==> src/rtl/gpu_stencil_pkg.sv <==
// Shared geometry, bank mapping and clear-FSM state type for the stencil cache front end.
package gpu_stencil_pkg;
    localparam int STENCIL_AW    = 15;
    localparam int STENCIL_DW    = 16;
    localparam int STENCIL_BANKS = 8;
    localparam int BANK_W        = $clog2(STENCIL_BANKS);

    typedef enum logic [1:0] {
        CLR_IDLE,
        CLR_DRAIN,
        CLR_SWEEP,
        CLR_DONE
    } clr_state_t;

    // Word address to cache bank: low two bits of the row plus word parity.
    function automatic logic [BANK_W-1:0] bank_of(input logic [STENCIL_AW-1:0] addr);
        return {addr[7:6], addr[0]};
    endfunction
endpackage

==> src/rtl/gpu_stencil_clear_seq.sv <==
// Bulk-clear sequencer: drains one cycle, then sweeps one straight write per cycle over
// the whole stencil address space and pulses done.
module gpu_stencil_clear_seq
    import gpu_stencil_pkg::*;
(
    input  logic                  clk_i,
    input  logic                  rst_i,
    input  logic                  clr_start_i,
    input  logic                  clr_value_i,
    output logic                  clr_busy_o,
    output logic                  clr_done_o,
    output logic                  clr_drain_o,
    output logic                  wr_req_o,
    output logic [STENCIL_AW-1:0] wr_addr_o,
    output logic [STENCIL_DW-1:0] wr_value_o
);
    clr_state_t            r_state;
    logic                  r_busy;
    logic                  r_done;
    logic                  r_drain;
    logic                  r_wr_req;
    logic                  r_value;
    logic [STENCIL_AW-1:0] r_addr;

    always_ff @(posedge clk_i or negedge rst_i) begin
        if (!rst_i) begin
            r_state  <= CLR_IDLE;
            r_busy   <= 1'b0;
            r_done   <= 1'b0;
            r_drain  <= 1'b0;
            r_wr_req <= 1'b0;
            r_value  <= 1'b0;
            r_addr   <= '0;
        end else begin
            r_done <= 1'b0;
            case (r_state)
                CLR_IDLE: begin
                    if (clr_start_i) begin
                        r_state <= CLR_DRAIN;
                        r_addr  <= '0;
                        r_value <= clr_value_i;
                        r_busy  <= 1'b1;
                        r_drain <= 1'b1;
                    end
                end
                CLR_DRAIN: begin
                    r_state  <= CLR_SWEEP;
                    r_drain  <= 1'b0;
                    r_wr_req <= 1'b1;
                end
                CLR_SWEEP: begin
                    r_addr <= r_addr + 1'b1;
                    if (r_addr == '1) begin
                        r_state  <= CLR_DONE;
                        r_wr_req <= 1'b0;
                        r_busy   <= 1'b0;
                        r_done   <= 1'b1;
                    end
                end
                CLR_DONE: r_state <= CLR_IDLE;
                default:  r_state <= CLR_IDLE;
            endcase
        end
    end

    assign clr_busy_o  = r_busy;
    assign clr_done_o  = r_done;
    assign clr_drain_o = r_drain;
    assign wr_req_o    = r_wr_req;
    assign wr_addr_o   = r_addr;
    assign wr_value_o  = {STENCIL_DW{r_value}};
endmodule

==> src/rtl/gpu_stencil_arbiter.sv <==
// Two-requester read/write arbiter for the 8-bank stencil cache with bank-hazard avoidance.
// Optional hazard-error counter enabled by GPU_STENCIL_ARB_ERRCHK_EN.
module gpu_stencil_arbiter
    import gpu_stencil_pkg::*;
(
    input  logic                  clk_i,
    input  logic                  rst_i,
    input  logic                  a_req_i,
    input  logic                  a_we_i,
    input  logic [STENCIL_AW-1:0] a_addr_i,
    input  logic [STENCIL_DW-1:0] a_mask_i,
    input  logic [STENCIL_DW-1:0] a_data_i,
    output logic                  a_ack_o,
    input  logic                  b_req_i,
    input  logic                  b_we_i,
    input  logic [STENCIL_AW-1:0] b_addr_i,
    input  logic [STENCIL_DW-1:0] b_mask_i,
    input  logic [STENCIL_DW-1:0] b_data_i,
    output logic                  b_ack_o,
    input  logic                  clr_start_i,
    input  logic                  clr_value_i,
    output logic                  clr_busy_o,
    output logic                  clr_done_o,
    output logic                  rd_valid_o,
    output logic                  rd_tag_o,
    output logic [STENCIL_DW-1:0] rd_data_o,
    output logic                  stencil_rd_req_o,
    output logic [STENCIL_AW-1:0] stencil_rd_addr_o,
    output logic                  stencil_wr_req_o,
    output logic [STENCIL_AW-1:0] stencil_wr_addr_o,
    output logic [STENCIL_DW-1:0] stencil_wr_mask_o,
    output logic [STENCIL_DW-1:0] stencil_wr_value_o,
    input  logic [STENCIL_DW-1:0] stencil_rd_value_i,
    input  logic                  stencil_error_i,
    output logic                  err_o,
    output logic [7:0]            err_cnt_o
);
    logic                  w_clr_drain;
    logic                  w_clr_wr;
    logic [STENCIL_AW-1:0] w_clr_addr;
    logic [STENCIL_DW-1:0] w_clr_value;

    gpu_stencil_clear_seq u_clear (
        .clk_i       (clk_i),
        .rst_i       (rst_i),
        .clr_start_i (clr_start_i),
        .clr_value_i (clr_value_i),
        .clr_busy_o  (clr_busy_o),
        .clr_done_o  (clr_done_o),
        .clr_drain_o (w_clr_drain),
        .wr_req_o    (w_clr_wr),
        .wr_addr_o   (w_clr_addr),
        .wr_value_o  (w_clr_value)
    );

    logic                  r_wr_vld;
    logic [BANK_W-1:0]     r_wr_bank;
    logic                  r_rr;
    logic                  r_rd_valid;
    logic                  r_rd_tag;

    logic [1:0]            w_req, w_we, w_prev_hit, w_wr_ok, w_rd_ok, w_wr_gnt, w_rd_gnt;
    logic [STENCIL_AW-1:0] w_addr [2];
    logic [BANK_W-1:0]     w_bank [2];
    logic                  w_wr_fire;
    logic [BANK_W-1:0]     w_wr_bank;
    logic [STENCIL_AW-1:0] w_wr_addr, w_rd_addr;
    logic [STENCIL_DW-1:0] w_wr_mask, w_wr_value;

    assign w_req     = {b_req_i, a_req_i};
    assign w_we      = {b_we_i, a_we_i};
    assign w_addr[0] = a_addr_i;
    assign w_addr[1] = b_addr_i;

    // Index 0 is A, 1 is B; r_rr names the requester preferred on a tie.
    genvar gi;
    generate
        for (gi = 0; gi < 2; gi++) begin : g_req
            assign w_bank[gi]     = bank_of(w_addr[gi]);
            assign w_prev_hit[gi] = r_wr_vld && (r_wr_bank == w_bank[gi]);
            assign w_wr_ok[gi]    = w_req[gi] && w_we[gi] && !w_clr_drain && !w_clr_wr
                                    && !w_prev_hit[gi];
            assign w_wr_gnt[gi]   = w_wr_ok[gi] && (!w_wr_ok[1-gi] || (r_rr == 1'(gi)));
            assign w_rd_ok[gi]    = w_req[gi] && !w_we[gi] && !w_clr_drain && !w_prev_hit[gi]
                                    && !(w_wr_fire && (w_wr_bank == w_bank[gi]));
            assign w_rd_gnt[gi]   = w_rd_ok[gi] && (!w_rd_ok[1-gi] || (r_rr == 1'(gi)));
        end
    endgenerate

    always_comb begin
        w_wr_addr  = '0;
        w_wr_mask  = '0;
        w_wr_value = '0;
        if (w_clr_wr) begin
            w_wr_addr  = w_clr_addr;
            w_wr_mask  = '1;
            w_wr_value = w_clr_value;
        end else if (w_wr_gnt[0]) begin
            w_wr_addr  = a_addr_i;
            w_wr_mask  = a_mask_i;
            w_wr_value = a_data_i;
        end else if (w_wr_gnt[1]) begin
            w_wr_addr  = b_addr_i;
            w_wr_mask  = b_mask_i;
            w_wr_value = b_data_i;
        end
    end

    assign w_wr_fire = w_clr_wr || (|w_wr_gnt);
    assign w_wr_bank = bank_of(w_wr_addr);
    assign w_rd_addr = w_rd_gnt[0] ? a_addr_i : (w_rd_gnt[1] ? b_addr_i : '0);

    assign a_ack_o            = w_wr_gnt[0] || w_rd_gnt[0];
    assign b_ack_o            = w_wr_gnt[1] || w_rd_gnt[1];
    assign stencil_rd_req_o   = |w_rd_gnt;
    assign stencil_rd_addr_o  = w_rd_addr;
    assign stencil_wr_req_o   = w_wr_fire;
    assign stencil_wr_addr_o  = w_wr_addr;
    assign stencil_wr_mask_o  = w_wr_mask;
    assign stencil_wr_value_o = w_wr_value;

    always_ff @(posedge clk_i or negedge rst_i) begin
        if (!rst_i) begin
            r_wr_vld   <= 1'b0;
            r_wr_bank  <= '0;
            r_rr       <= 1'b0;
            r_rd_valid <= 1'b0;
            r_rd_tag   <= 1'b0;
        end else begin
            r_wr_vld   <= w_wr_fire;
            r_wr_bank  <= w_wr_bank;
            r_rd_valid <= |w_rd_gnt;
            r_rd_tag   <= w_rd_gnt[1];
            // Only a genuine tie moves the pointer; the preferred side always wins it.
            if ((&w_wr_ok) || (&w_rd_ok))
                r_rr <= ~r_rr;
        end
    end

    assign rd_valid_o = r_rd_valid;
    assign rd_tag_o   = r_rd_tag;
    assign rd_data_o  = r_rd_valid ? stencil_rd_value_i : '0;

`ifdef GPU_STENCIL_ARB_ERRCHK_EN
    logic       r_err;
    logic [7:0] r_err_cnt;

    always_ff @(posedge clk_i or negedge rst_i) begin
        if (!rst_i) begin
            r_err     <= 1'b0;
            r_err_cnt <= '0;
        end else if (stencil_error_i) begin
            r_err <= 1'b1;
            if (r_err_cnt != 8'hFF)
                r_err_cnt <= r_err_cnt + 1'b1;
        end
    end

    assign err_o     = r_err;
    assign err_cnt_o = r_err_cnt;
`else
    logic w_unused_err;
    assign w_unused_err = stencil_error_i;
    assign err_o        = 1'b0;
    assign err_cnt_o    = '0;
`endif
endmodule

==> config.mk <==
export PLATFORM = sky130hd
export DESIGN_NAME = gpu_stencil_arbiter
export DESIGN_NICKNAME = d
export VERILOG_FILES = /design/src/rtl/gpu_stencil_pkg.sv /design/src/rtl/gpu_stencil_clear_seq.sv /design/src/rtl/gpu_stencil_arbiter.sv
export SDC_FILE = /design/constraint.sdc
export NUM_CORES = 1
export LEC_CHECK = 0
export CAP_MARGIN = 20
export CORE_MARGIN = 4
export CORE_UTILIZATION = 39
export CTS_BUF_LIST = sky130_fd_sc_hd__clkbuf_4
export CTS_CLUSTER_DIAMETER = 60
export DETAILED_ROUTE_END_ITERATION = 8
export GPL_TIMING_DRIVEN = 0
export HOLD_SLACK_MARGIN = 0.1
export PLACE_DENSITY = 0.89
export SYNTH_ARGS = -nofsm -noshare
export SYNTH_HDL_FRONTEND = slang
export SYNTH_HIERARCHICAL = 1
export SYNTH_SLANG_ARGS = --single-unit
==> constraint.sdc <==
create_clock -name clk_i -period 6.02 [get_ports clk_i]
set_clock_uncertainty 0.15 [all_clocks]
set_input_delay 1.204 -clock clk_i [delete_from_list [all_inputs] [get_ports clk_i]]
set_output_delay 1.204 -clock clk_i [all_outputs]
set_load 0.02 [all_outputs]
==> flow_metrics.env, run 1 <==
export IMPL_status="completed"
export IMPL_finalSetupViolations=0
export IMPL_finalCriticalPeriod_ns=5.79
export IMPL_drive_gt1_share_pct=11.0
export IMPL_vias_per_cell=5.52
export IMPL_required_ns=4.67
export IMPL_cts_tree="done"
export IMPL_cts_sinks=29
export IMPL_place_congestion=0.927
export IMPL_die_x_um=95.8
export IMPL_worst_skew_pair_late_latency_ns=0.34
export IMPL_final_setup_worst_slack_ns=0.228
export IMPL_syn_avg_cell_area_um2=8.59
export IMPL_r2r_cells=8
export IMPL_cts_hold_buffers=0
export IMPL_rsz0062_at_grt="false"
export IMPL_post_cts_buffers=0
export IMPL_endpoint_kind="output pin"
export IMPL_dieArea_mm2=0.00918
export IMPL_n_antenna_cell=0
export IMPL_area_delta_synth_final_pct=73.3
export IMPL_finalHoldViolCount=0
export IMPL_root_buffer="clkbuf_4"
export IMPL_htree_levels=2
export IMPL_arrival_ns=4.44
export IMPL_drv_cap=0
export IMPL_layout_common_cells="clkdlybuf4s50_1, inv_1, a222oi_1, dfrtp_1, buf_4"
export IMPL_worstMarginPinSlew_ns=0.800
export IMPL_track_usage_pct=25.3
export IMPL_boundaryPins=214
export IMPL_ys_flop_type="dfrtp_1"
export IMPL_grt_max_degree=18
export IMPL_antenna_found_initial=0
export IMPL_powerDensity_mw_per_mm2=103
export IMPL_netlist_instances=350
export IMPL_critPathKind="in2out"
export IMPL_first_global_vias=3761
export IMPL_seq_area_um2=726
export IMPL_critPathLaunchType="primary input"
export IMPL_dp_slack_ns=0.255
export IMPL_die_h_um=95.8
export IMPL_ys_ff_latch=29
export IMPL_first_pass_iters=9
export IMPL_yosys_cell_types_count=61
export IMPL_drc=0
export IMPL_initial_utilization_pct=40.8
export IMPL_r2r_end="r_wr_bank[0]"
export IMPL_max_freq_mhz=173
export IMPL_leakage_nw=2.30
export IMPL_yosysWarnings=6
export IMPL_clk_transition_reported_paths_ns=0.10
export IMPL_multiInputGateArea_mm2=0.00182
export IMPL_async_reset_ff_share_pct=100
export IMPL_hold_depth=1
export IMPL_drt_iter0_drc=323
export IMPL_via_count=3664
export IMPL_num_rows=31
export IMPL_hold_start="u_clear/wr_req_o"
export IMPL_overflow=0
export IMPL_fin_setup_tns_ns=0
export IMPL_hold_end="u_clear/wr_req_o"
export IMPL_ctsResizeCount=0
export IMPL_cts_buffers=5
export IMPL_post_route_period_util_pct=96.2
export IMPL_finish_net_count=687
export IMPL_ant_nets=0
export IMPL_final_common_cell="clkdlybuf4s50_1"
export IMPL_clk_path_buf_depth=2
export IMPL_synth_area_mm2=0.00301
export IMPL_grt_first_pass_wirelength_mm=18.1
export IMPL_r2r_start="r_wr_bank[2]"
export IMPL_r2r_setup_slack_ns=3.18
export IMPL_hpwl_mm=9.94
export IMPL_finalMaxSlewViolations=0
export IMPL_hp_class="reg2reg"
export IMPL_port_buffers=198
export IMPL_vdd_drop_max_v=0.0000537
export IMPL_worst_path_max_fanout=10
export IMPL_core_area_mm2=0.00737
export IMPL_ys_seq_area_share_pct=24.1
export IMPL_nFillCells=580
export IMPL_wl_per_cell_um=18.3
export IMPL_synth_edff_count=0
export IMPL_routed_wl_mm=12.1
export IMPL_maxSlewHeadroom_pct=46.0
==> worst max path at each step <==
stage	start	end	slack [ns]	cells after the start
finish	a_addr_i[6]	stencil_rd_addr_o[6]	0.23	10
floorplan	b_addr_i[7]	stencil_rd_addr_o[10]	1.38	8
CTS	a_addr_i[6]	stencil_rd_addr_o[8]	0.26	10
detailed placement	a_addr_i[6]	stencil_rd_addr_o[6]	0.25	10
global placement	a_addr_i[6]	stencil_rd_addr_o[7]	0.25	10
global route	a_addr_i[6]	stencil_rd_addr_o[6]	0.007	10
==> synth_stat cells (6+ instances only) <==
cell / number / area share, %
nor2_1: 20 / 2.5
dfrtp_1: 29 / 24
nor3_1: 6 / 1.0
clkbuf_1: 14 / 1.7
buf_4: 26 / 6.5
a22o_1: 17 / 4.9
inv_1: 44 / 5.5
nand2_1: 11 / 1.4
xnor2_1: 18 / 5.2
a221o_1: 16 / 5.3
nand3_1: 8 / 1.3
a222oi_1: 31 / 10
buf_2: 7 / 1.2
a21oi_1: 6 / 1.0
and2_1: 18 / 3.7
==> stage by stage <==
| step | hold WS [ns] | total power, mW | util, % | instance area, um^2 | instances |
|---|---|---|---|---|---|
| floorplan | 0.307 | 0.290 | - | 3040 | 358 |
| global placement | 0.333 | 0.412 | 69.8 | 5140 | 655 |
| detailed placement | 0.334 | 0.417 | 70.0 | 5160 | 656 |
| CTS | 0.357 | 0.538 | 70.7 | 5210 | 664 |
| global route | 0.361 | 0.564 | 70.7 | 5210 | 664 |
| finish | 0.353 | 0.537 | 70.7 | 5210 | 664 |
==> layout make-up <==
cell class / count / area share (%)
flip-flops and latches: 29 / 13.9
well taps: 99 / 2.38
inverters: 44 / 3.17
repair buffers: 199 / 38.3
clock buffers: 5 / 0.720
plain buffers: 53 / 6.29
clock inverters: 3 / 0.336
multi-input cells: 232 / 34.9
==> worst max-delay path, cell delays in order <==
cell and delay [ns]:
clkdlybuf4s50_1 0.65, xnor2_1 0.19, nand4_1 0.21, a21oi_1 0.24
a211oi_1 0.09, o41a_1 0.44, a211oi_4 0.41, buf_6 0.22
a22o_1 0.17, clkdlybuf4s50_1 0.61
==> state kept, by name (all words and copies together), names as in the netlist <==
name	flops
r_rr	1
r_wr_bank	3
r_wr_vld	1
rd_tag_o	1
rd_valid_o	1
u_clear/clr_busy_o	1
u_clear/clr_done_o	1
u_clear/clr_drain_o	1
u_clear/r_state	2
u_clear/r_value	1
u_clear/wr_addr_o	15
u_clear/wr_req_o	1
==> logic make-up after synthesis <==
family	after synthesis	synth area share [%]
other	1	0.125
buffers and inverters	97	16.4
AO/OA/AOI/OAI	99	30.6
XOR/XNOR	21	6.61
multiplexers	5	1.91
adder cells (fa/ha/maj)	4	1.66
flip-flops	29	24.1
AND/OR/NAND/NOR	94	18.6
==> report_power, final <==
part / switching [mW] / internal (mW) / leakage, nW / total [mW]
clock network: 0.0786 / 0.0442 / 0.0326 / 0.123
logic: 0.0890 / 0.122 / 1.91 / 0.211
registers: 0.00469 / 0.199 / 0.366 / 0.204
total: 0.172 / 0.365 / 2.30 / 0.537
==> routing by layer <==
layer	part of all wire, %	up-vias	wire [um]	global-route usage, %
li1	-	1715	-	-
met1	38	1731	4600	29.9
met2	52	193	6280	44.2
met3	7.9	25	956	6.72
met4	2.5	0	305	8.29
met5	0	-	0	0
Power figures use the tool's default switching activity.
==> run 2, diff against run 1 <==
Settings changed: CORE_ASPECT_RATIO set to 0.7.
==> run 2 against run 1 <==
Net effect:
- flip-flop and latch count unchanged
- via count increased by 1.7%
- clock-buffer cell count unchanged
- final area rose by 0.89%
- register-to-register slack worse by 0.02 ns
- cell count increased by 0.15%
- fmax shrank 0.88%
- critical path depth unchanged
- non-clock buffer count grew 1
- total power increased by 7.2%
- sequential share of layout area fell by 0.12 points
- sequential power is essentially flat
- largest power group unchanged
==> flow_metrics.env, run 2 (synthesis results as in run 1) <==
export IMPL_vdd_drop_max_v=0.0000862
export IMPL_finalMaxSlewViolations=0
export IMPL_clk_path_buf_depth=2
export IMPL_routed_wl_mm=12.7
export IMPL_cpMostUsedCell="clkdlybuf4s50_1"
export IMPL_first_pass_iters=7
export IMPL_wl_met2_mm=6.14
export IMPL_core_area_mm2=0.00738
export IMPL_worstSetupStartpoint="a_addr_i[6]"
export IMPL_htree_levels=2
export IMPL_maxSlewHeadroom_pct=33.6
export IMPL_overflow=0
export IMPL_layout_common_cells="clkdlybuf4s50_1, inv_1, a222oi_1, dfrtp_1, buf_4"
export IMPL_worst_skew_pair_late_latency_ns=0.33
export IMPL_slowest_stage="clkdlybuf4s50_1"
export IMPL_max_stage_delay_ns=0.68
export IMPL_critical_path_cell_chain="clkdlybuf4s50_1 -> xnor2_1 -> nand4_1 -> a21oi_1 -> a211oi_1 -> o41a_1 -> o31a_4 -> buf_6 -> a22o_1 -> clkdlybuf4s50_1"
export IMPL_area_delta_synth_final_pct=74.9
export IMPL_grt_max_degree=21
export IMPL_max_freq_mhz=171
export IMPL_hp_class="reg2reg"
export IMPL_num_rows=26
export IMPL_crit_end="stencil_rd_addr_o[11]"
export IMPL_place_congestion=0.948
export IMPL_worstMarginPinSlew_ns=0.983
export IMPL_wl_met3_mm=1.19
export IMPL_first_global_vias=3677
export IMPL_required_ns=4.67
export IMPL_leakage_nw=2.33
export IMPL_boundaryPins=214
export IMPL_initial_utilization_pct=40.7
export IMPL_track_usage_pct=25.5
export IMPL_cts_sinks=29
export IMPL_seq_area_um2=726
export IMPL_design_area_mm2=0.00526
export IMPL_antenna_found_initial=0
export IMPL_wl_met1_mm=5.22
export IMPL_rsz0062_at_grt="false"
export IMPL_die_h_um=81.5
export IMPL_die_x_um=113
export IMPL_root_buffer="clkbuf_4"
export IMPL_hpwl_mm=10.4
export IMPL_critPathLaunchType="primary input"
export IMPL_vias_per_cell=5.60
export IMPL_fin_setup_tns_ns=0
export IMPL_r2r_setup_slack_ns=3.16
export IMPL_drive_gt1_share_pct=11.3
export IMPL_post_route_period_util_pct=97.1
export IMPL_wl_per_cell_um=19.1
export IMPL_finish_net_count=688
export IMPL_finalHoldViolCount=0
export IMPL_arrival_ns=4.49
export IMPL_drc=0
export IMPL_clk_transition_reported_paths_ns=0.10
export IMPL_via_count=3726
export IMPL_r2r_start="r_wr_bank[2]"
export IMPL_ant_nets=0
export IMPL_cts_tree="done"
export IMPL_finalSetupViolations=0
export IMPL_grt_first_pass_wirelength_mm=18.8
export IMPL_status="completed"
export IMPL_drv_cap=0
export IMPL_cts_hold_buffers=0
export IMPL_drt_iter0_drc=450
export IMPL_crit_family="compound AO/OA/AOI/OAI gates"
export IMPL_port_buffers=198
export IMPL_cp_num_buf_inv=3
export IMPL_critPathKind="in2out"
export IMPL_r2r_cells=8
export IMPL_power_mw=0.576
export IMPL_largest_register_ffs=15
export IMPL_r2r_end="r_wr_bank[0]"
export IMPL_worst_path_max_fanout=10
export IMPL_dieArea_mm2=0.00920
export IMPL_multiInputGateArea_mm2=0.00182
export IMPL_dpl_cell_area_mm2=0.00517
export IMPL_top_layer="met4"
export IMPL_final_common_cell="clkdlybuf4s50_1"
export IMPL_powerDensity_mw_per_mm2=109
export IMPL_cts_buffers=5
export IMPL_nFillCells=570
export IMPL_crit_cells=10
export IMPL_endpoint_kind="output pin"
export IMPL_finalCriticalPeriod_ns=5.84
## run 2: cell type report
| type | instances | share of cell area [%] |
|---|---|---|
| clock inverter | 3 | 0.785 |
| tap | 98 | 2.33 |
| inverter | 44 | 3.14 |
| clock buffer | 5 | 0.714 |
| antenna | 1 | 0.0476 |
| timing repair buffer | 200 | 38.3 |
| multi-input combinational | 232 | 34.6 |
| sequential | 29 | 13.8 |
| buffer | 53 | 6.26 |
## run 2: worst reg2reg max path: cells and delay by family (launching register included)
kind,cells,cell delay [ns]
AO/OA/AOI/OAI,2,0.66
XOR/XNOR,1,0.21
buffers and inverters,3,1.03
flip-flops,1,0.43
AND/OR/NAND/NOR,2,0.32
## run 2: worst min-delay path by stage
stage / from / endpoint / slack, ns / cells after the start
after floorplan: u_clear/wr_req_o / u_clear/wr_req_o / 0.31 / 1
after global placement: u_clear/wr_req_o / u_clear/wr_req_o / 0.33 / 1
after detailed placement: r_rr / r_rr / 0.36 / 1
after CTS: r_rr / r_rr / 0.37 / 1
after global routing: u_clear/wr_req_o / u_clear/wr_req_o / 0.40 / 1
final: r_rr / r_rr / 0.38 / 1
## run 2: report_power, final
group          internal, mW  leakage, nW  switching, mW  total, mW
combinational         0.123         1.92         0.0907      0.214
clock                0.0859       0.0389         0.0724      0.158
sequential            0.199        0.366        0.00469      0.204
total                 0.408         2.33          0.168      0.576
## run 2: per-stage QoR
stage,hold slack (ns),std cells,setup slack (ns),util [%]
floorplan,0.307,358,1.38,-
global placement,0.333,654,0.259,69.6
detailed placement,0.358,655,0.198,70.0
CTS,0.373,663,0.194,71.1
global route,0.405,664,0.0176,71.2
finish,0.377,665,0.177,71.2
## run 2: routing by layer
metal | vias to the layer above | GRT usage (%)
li1 | 1717 | -
met1 | 1789 | 31.8
met2 | 202 | 44.0
met3 | 18 | 7.51
met4 | 0 | 5.52
met5 | - | 0
## run 2: timing repair
action,CTS,global route
setup endpoints to repair,0,3
gates resized for setup,0,2
buffers inserted,0,1
==> run 3, diff against run 2 <==
Settings changed: PLACE_DENSITY 0.89 to 0.91.
==> run 3 against run 2 <==
Net effect:
- the run now ends with design-rule violations left
- via count rose by 0.62%
- register-to-register slack got worse by 0.09 ns
- critical path depth did not move
- total power fell by 6.4%
- non-clock buffer count did not move
- combinational power barely moved
- global-route usage rose by 0.70 points
==> flow_metrics.env, run 3 (synthesis results as in run 1) <==
export IMPL_status="complete, but fails checks"
export IMPL_violations="design-rule violations"
export IMPL_clk_transition_reported_paths_ns=0.10
export IMPL_finalMaxSlewViolations=0
export IMPL_finalCriticalPeriod_ns=5.91
export IMPL_first_pass_iters=9
export IMPL_powerDensity_mw_per_mm2=103
export IMPL_track_usage_pct=26.2
export IMPL_finalSetupViolations=0
export IMPL_die_h_um=81.5
export IMPL_required_ns=4.67
export IMPL_max_freq_mhz=169
export IMPL_design_area_mm2=0.00524
export IMPL_wl_per_cell_um=19.3
export IMPL_final_util_pct=70.9
export IMPL_dp_slack_ns=0.107
export IMPL_r2r_setup_slack_ns=3.07
export IMPL_worst_skew_pair_late_latency_ns=0.33
export IMPL_dpl_cell_area_mm2=0.00517
export IMPL_rsz0062_at_grt="false"
export IMPL_core_area_mm2=0.00738
export IMPL_dieArea_mm2=0.00920
export IMPL_largest_register_ffs=15
export IMPL_routed_wl_mm=12.8
export IMPL_post_route_period_util_pct=98.1
export IMPL_layout_common_cells="clkdlybuf4s50_1, inv_1, a222oi_1, dfrtp_1, buf_4"
export IMPL_drt_iter0_drc=493
export IMPL_critPathKind="in2out"
export IMPL_drv_cap=0
export IMPL_overflow=0
export IMPL_critPathLaunchType="primary input"
export IMPL_port_buffers=198
export IMPL_cts_tree="done"
export IMPL_grt_max_degree=21
export IMPL_ant_nets=0
export IMPL_fin_setup_tns_ns=0
export IMPL_boundaryPins=214
export IMPL_holdWs_ns=0.383
export IMPL_multiInputGateArea_mm2=0.00182
export IMPL_cts_sinks=29
export IMPL_vias_per_cell=5.64
export IMPL_nFillCells=569
export IMPL_final_common_cell="clkdlybuf4s50_1"
export IMPL_cts_buffers=5
export IMPL_finish_net_count=688
export IMPL_drive_gt1_share_pct=11.5
export IMPL_finalHoldViolCount=0
export IMPL_seq_area_um2=726
export IMPL_cts_hold_buffers=0
export IMPL_clk_path_buf_depth=2
export IMPL_die_x_um=113
export IMPL_maxSlewHeadroom_pct=41.6
export IMPL_num_rows=26
export IMPL_worstMarginPinSlew_ns=0.865
export IMPL_final_setup_worst_slack_ns=0.113
export IMPL_antenna_found_initial=0
export IMPL_leakage_nw=2.32
export IMPL_worst_path_max_fanout=10
export IMPL_area_delta_synth_final_pct=74.1
export IMPL_endpoint_kind="output pin"
export IMPL_initial_utilization_pct=40.7
export IMPL_hp_class="reg2reg"
export IMPL_htree_levels=2
export IMPL_via_count=3749
export IMPL_place_congestion=0.929
export IMPL_root_buffer="clkbuf_4"
export IMPL_grt_first_pass_wirelength_mm=19.4
export IMPL_arrival_ns=4.55
export IMPL_drc=1
export IMPL_vdd_drop_max_v=0.0000816
export IMPL_first_global_vias=3682
export IMPL_hpwl_mm=10.5
-- run 3: cell count changes in the layout (fill, tap and decap cells not counted), sizes merged --
| cell | delta |
|---|---|
| clkinvlp | -1 |
| clkinv | +1 |
| bufinv | -1 |
| clkbuf | +1 |
-- run 3: critical path, stage by stage --
cell and delay (ns):
clkdlybuf4s50_1 0.64, xnor2_1 0.19, nand4_1 0.25, a21oi_1 0.30
a211oi_1 0.11, o41a_1 0.45, o31a_4 0.41, buf_6 0.17
a22o_1 0.26, clkdlybuf4s50_1 0.56
-- run 3: layout make-up --
type,count,area share [%]
Antenna cell,1,0.0478
Buffer,53,6.28
Clock buffer,6,0.860
Clock inverter,2,0.191
Inverter,44,3.15
Multi-Input combinational cell,232,34.7
Sequential cell,29,13.9
Tap cell,98,2.34
Timing Repair Buffer,200,38.5
-- run 3: path summary, 6_finish.rpt --
path,cells past startpoint,end,start
worst min-delay path,1,u_clear/wr_req_o,u_clear/wr_req_o
max in group asynchronous,2,r_wr_bank[1],rst_i
worst max-delay path,10,stencil_rd_addr_o[7],a_addr_i[6]
worst max register to register,8,r_wr_bank[1],r_wr_bank[2]
worst min register to register,1,u_clear/wr_req_o,u_clear/wr_req_o
min in group asynchronous,1,u_clear/wr_addr_o[11],rst_i
-- run 3: report_power, final --
group | internal (mW) | switching [mW] | leakage, nW | total [mW]
sequential | 0.199 | 0.00584 | 0.366 | 0.205
combinational | 0.123 | 0.0919 | 1.92 | 0.215
clock | 0.0489 | 0.0703 | 0.0354 | 0.119
total | 0.371 | 0.168 | 2.32 | 0.539
-- run 3: routing by layer --
| metal | track usage [%] | part of all wire (%) | vias up | wire length, um |
|---|---|---|---|---|
| li1 | - | - | 1722 | - |
| met1 | 34.7 | 40 | 1784 | 5160 |
| met2 | 44.8 | 49 | 229 | 6350 |
| met3 | 5.74 | 9.4 | 14 | 1210 |
| met4 | 4.56 | 1.0 | 0 | 133 |
| met5 | 0 | 0 | - | 0 |
-- run 3: timing repair --
item                                   4_1_cts  5_1_grt
setup endpoints to repair                    0       12
buffers inserted                             0        1
gates resized for setup                      0        2
endpoints found under the hold margin        0        0
-- run 3: metrics by stage --
stage          std cells  power [mW]
2_1_floorplan        358       0.290
3_3_place_gp         654       0.414
3_5_place_dp         655       0.421
4_1_cts              663       0.540
5_1_grt              664       0.563
6_report             665       0.539
